$ cat config.mk
export PLATFORM = sky130hd
export DESIGN_NAME = system_controller
export DESIGN_NICKNAME = d
export VERILOG_FILES = /design/src/rtl/system_controller.sv
export SDC_FILE = /design/constraint.sdc
export NUM_CORES = 1
export LEC_CHECK = 0
export BUFFER_PORTS_ARGS = -buffer_cell sky130_fd_sc_hd__buf_2
export CAP_MARGIN = 10
export CORE_ASPECT_RATIO = 1.4
export CORE_MARGIN = 1
export CORE_UTILIZATION = 45
export CTS_BUF_LIST = sky130_fd_sc_hd__clkbuf_4
export CTS_CLUSTER_SIZE = 20
export DETAILED_ROUTE_END_ITERATION = 8
export HOLD_SLACK_MARGIN = 0.1
export PLACE_DENSITY = 0.71
export SYNTH_ARGS = -nofsm -noshare
export SYNTH_HDL_FRONTEND = slang
export SYNTH_SLANG_ARGS = --single-unit
$ cat constraint.sdc
create_clock -name clk -period 2.9 [get_ports clk]
set_input_delay 0.435 -clock clk [delete_from_list [all_inputs] [get_ports clk]]
set_output_delay 0.435 -clock clk [all_outputs]
set_load 0.02 [all_outputs]
$ cat src/rtl/system_controller.sv
// Sequencing controller for the memory shift register: turns single host commands into
// mutually exclusive load/run/output strobes, counting bits and generations.
module system_controller #(
  parameter int DATA_SIZE = 64,
  parameter int GEN_WIDTH = 16
) (
  input  logic                 clk,
  input  logic                 reset_n,
  input  logic                 cmd_valid,
  output logic                 cmd_ready,
  input  logic [1:0]           cmd_op,
  input  logic [GEN_WIDTH-1:0] cmd_count,
  input  logic                 serial_in_valid,
  input  logic                 serial_out_ready,
  output logic                 load_mode,
  output logic                 run_mode,
  output logic                 output_mode,
  output logic                 serial_out_valid,
  output logic [GEN_WIDTH-1:0] gen_remaining,
  output logic                 busy,
  output logic                 done
);

  localparam int CW = (DATA_SIZE > 2) ? $clog2(DATA_SIZE) : 1;
  localparam logic [CW-1:0] LAST_BIT = CW'(DATA_SIZE - 1);

  localparam logic [1:0] OP_NOP    = 2'b00;
  localparam logic [1:0] OP_LOAD   = 2'b01;
  localparam logic [1:0] OP_RUN    = 2'b10;
  localparam logic [1:0] OP_OUTPUT = 2'b11;

  typedef enum logic [1:0] {
    S_IDLE   = 2'b00,
    S_LOAD   = 2'b01,
    S_RUN    = 2'b10,
    S_OUTPUT = 2'b11
  } state_e;

  state_e                 state_q;
  logic [CW-1:0]          bit_cnt_q;
  logic [GEN_WIDTH-1:0]   gen_q;
  logic                   done_q;
  logic                   sov_q;
  logic                   bit_strobe;

  // Mode strobes follow the handshake inputs combinationally so a stall withholds them in-cycle.
  always_comb begin
    load_mode   = 1'b0;
    run_mode    = 1'b0;
    output_mode = 1'b0;
    case (state_q)
      S_LOAD:   load_mode   = serial_in_valid;
      S_RUN:    run_mode    = 1'b1;
      S_OUTPUT: output_mode = serial_out_ready;
      default:  run_mode    = 1'b0;
    endcase
  end

  assign bit_strobe       = load_mode | output_mode;
  assign cmd_ready        = (state_q == S_IDLE);
  assign busy             = (state_q != S_IDLE);
  assign done             = done_q;
  assign serial_out_valid = sov_q;
  assign gen_remaining    = gen_q;

  // Command sequencing, bit/generation counting and the registered status outputs.
  always_ff @(posedge clk or negedge reset_n) begin
    if (!reset_n) begin
      state_q   <= S_IDLE;
      bit_cnt_q <= '0;
      gen_q     <= '0;
      done_q    <= 1'b0;
      sov_q     <= 1'b0;
    end else begin
      done_q <= 1'b0;
      sov_q  <= output_mode;
      case (state_q)
        S_IDLE: begin
          if (cmd_valid) begin
            case (cmd_op)
              OP_LOAD: begin
                state_q   <= S_LOAD;
                bit_cnt_q <= '0;
              end
              OP_OUTPUT: begin
                state_q   <= S_OUTPUT;
                bit_cnt_q <= '0;
              end
              OP_RUN: begin
                // A zero-generation run completes immediately without touching memory.
                if (cmd_count != '0) begin
                  state_q <= S_RUN;
                  gen_q   <= cmd_count;
                end else begin
                  done_q  <= 1'b1;
                end
              end
              OP_NOP:  state_q <= S_IDLE;
              default: state_q <= S_IDLE;
            endcase
          end
        end
        S_LOAD, S_OUTPUT: begin
          if (bit_strobe) begin
            if (bit_cnt_q == LAST_BIT) begin
              state_q   <= S_IDLE;
              bit_cnt_q <= '0;
              done_q    <= 1'b1;
            end else begin
              bit_cnt_q <= bit_cnt_q + CW'(1);
            end
          end
        end
        S_RUN: begin
          gen_q <= gen_q - GEN_WIDTH'(1);
          if (gen_q == GEN_WIDTH'(1)) begin
            state_q <= S_IDLE;
            done_q  <= 1'b1;
          end
        end
        default: state_q <= S_IDLE;
      endcase
    end
  end

endmodule

==> flow_metrics.tcl <==
set metrics [dict create \
    status "finished, final reports clean" \
    gp_congestion 0.822 \
    report.final.slew_viol_count 0 \
    synthToLayoutAreaGrowth_pct 16.8 \
    synth_edf_count 0 \
    endpoint_kind "primary output" \
    synth-seq-cells 26 \
    yosysWarnings 0 \
    synthArstFlopShare_pct 100 \
    synthFlopType "dfrtp_1" \
    syn_inst 194 \
    portBuffers 45 \
    cts_setup_buffers 0 \
    yosysMostFrequentCell "dfrtp_1" \
    startpoint_type "flip-flop" \
    syn_nets 220 \
    grt_pass1_vias 1469 \
    min_period_ps 2330 \
    rsz0062_at_grt "no" \
    antenna-diode-count 0 \
    avgSynthCellArea_um2 8.37 \
    wl_per_cell_um 15.5 \
    cts_sinks 26 \
    nNetsFinal 263 \
    tns_ps 0 \
    ctsHoldBuffers 0 \
    fp.dieArea_um2 3860 \
    cts_tree "done" \
    total_power_mw 2.17 \
    clk_pin_slew_ps 150 \
    final_area_um2 1900 \
    cts_resized 0 \
    hold_class "primary input to async pin" \
    yosys.cell_types.count 42 \
    r2r_slack_ps 950 \
    hold_violations 0 \
    grt-ovfl-total 0 \
    boundaryPins 46 \
    antenna_found_initial 0 \
    power_density_nw_per_um2 1150 \
    worst_slack_ps 572 \
    die_h_um 73.1 \
    worst_r2r_path_depth 5 \
    layout-drive-gt1-share_pct 24.7 \
    maxCapViolCount 0 \
    synth_top_area_cell "dfrtp_1" \
    peakVddDrop_mv 0.545 \
    power_leakage_nw 0.830 \
    netlist_area_um2 1620 \
    critPathKind "flip-flop to primary output" \
    final_util_pct 55.6 \
    vias_per_cell 5.80 \
    rr_endpoint "state_q[1]" \
    grt_usage_pct 23.5 \
    clk_path_buf_depth 2 \
    first_iter_violations 32 \
    via_count 1594 \
    drtPass1Iterations 4 \
    pre_cts_ws_ps 879 \
    grt_max_degree 29 \
    required_ps 2470 \
    initial_core_util_pct 47.6 \
    htree_levels 1 \
    max_freq_mhz 430 \
    worstPathMaxFanout 21 \
    detail-route-antenna-nets 0 \
    worstMarginPinSlew_ps 624 \
    synth.yosys.seq_area_share_pct 40.1 \
    numCtsBuffers 3 \
    grt_pass1_wl_mm 6.72 \
    netlist_top_cells_count "26 x dfrtp_1, 23 x o21ai_0, 19 x nand2_1, 18 x a21oi_1, 16 x nor2_1" \
    clk_latency_ps 330 \
    fin_crit_sh_pct 80.3 \
    yosys-top-cells-area "dfrtp_1 40%, o21ai_0 7.1%, a21oi_1 5.5%" \
    max_slew_margin_pct 58.4 \
    fp-row-count 25 \
    hpwl_mm 3.14 \
    die_x_um 52.8 \
    coreArea_um2 3410 \
    setup_viol 0 \
    drc_errors 0 \
    dpl-instance-area_um2 1870 \
    rr_startpoint "state_q[0]" \
    cts-root-buf "clkbuf_4" \
    fin_skew_ps 2.69 \
    wirelength_mm 4.25 \
    synth_top_cell_area_share_pct 40.1 \
    crit_arrival_ps 1890 \
]
## per-layer routing
metal | part of all wire (%) | global-route usage, %
met5 | 0 | 0
met4 | 1.2 | 7.02
met3 | 2.4 | 1.88
met2 | 52 | 45.1
met1 | 45 | 26.4
## cells by family (layout without fill, tap and decap cells)
| kind of cell | Yosys count | after routing | synth area share, % |
|---|---|---|---|
| multiplexers | 1 | 1 | 0.693 |
| buffers and inverters | 17 | 58 | 4.55 |
| AO/OA/AOI/OAI | 74 | 74 | 28.4 |
| XOR/XNOR | 2 | 2 | 1.08 |
| adder cells (fa/ha/maj) | 3 | 3 | 2.31 |
| flip-flops | 26 | 26 | 40.1 |
| AND/OR/NAND/NOR | 71 | 71 | 23.0 |
## where the power goes
part | switching (mW) | internal, mW | total [mW] | leakage (nW)
Combinational | 0.792 | 0.484 | 1.28 | 0.493
Sequential | 0.223 | 0.512 | 0.735 | 0.323
Clock | 0.115 | 0.0489 | 0.164 | 0.0138
Total | 1.13 | 1.04 | 2.17 | 0.830
## state kept, by name, indices dropped and copies added, names as in the netlist
name	cells
serial_out_valid	1
state_q	2
bit_cnt_q	6
done	1
gen_remaining	16
## area by class of cell
cell class / count / area [um^2]
fillers: 349 / 1510
multi-input cells: 151 / 900
flip-flops and latches: 26 / 651
repair buffers: 48 / 248
well taps: 40 / 50.0
inverters: 7 / 26.3
clock buffers: 3 / 22.5
## worst max-delay path by stage
stage                     start                 to  slack [ps]  cells past startpoint
3_3_place_gp      cmd_count[13]         state_q[1]         900                      6
5_1_grt              state_q[0]           run_mode         450                      3
3_5_place_dp      cmd_count[13]         state_q[1]         880                      6
2_1_floorplan  gen_remaining[1]  gen_remaining[12]        1090                      7
4_1_cts              state_q[0]           run_mode         580                      3
6_report             state_q[0]           run_mode         570                      3
## through the flow
stage / cells / hold WS (ps)
4_1_cts: 275 / 105
5_1_grt: 275 / 131
3_5_place_dp: 272 / 476
2_1_floorplan: 194 / 139
3_3_place_gp: 272 / 475
6_report: 275 / 77.9
## critical path, cell delays in order (launching register included)
cell and delay, ps:
dfrtp_1 560, nand2b_1 230, inv_1 480, buf_2 280
## placed cells by master, fill, tap and decap left out, types with 2 or more instances in the layout
cell / netlist / final
buf_2: 5 / 45
dfrtp_1: 26 / 26
o21ai_0: 23 / 23
nand2_1: 19 / 19
a21oi_1: 18 / 18
nor2_1: 16 / 16
inv_1: 7 / 7
nor4_1: 7 / 7
nand3_1: 7 / 7
o22a_1: 6 / 6
nor3_1: 5 / 5
o21ai_1: 4 / 4
and3_1: 3 / 3
nor3_2: 3 / 3
o31a_1: 3 / 3
ha_1: 3 / 3
clkbuf_4: 0 / 3
buf_4: 1 / 3
nand2b_1: 2 / 2
nand4_1: 2 / 2
nand3b_1: 2 / 2
o22ai_1: 2 / 2
a31oi_1: 2 / 2
o31ai_1: 2 / 2
a22oi_1: 2 / 2
a211oi_1: 2 / 2
xor2_1: 2 / 2
o21a_1: 2 / 2
No activity file was read; power rests on OpenSTA's default activity.
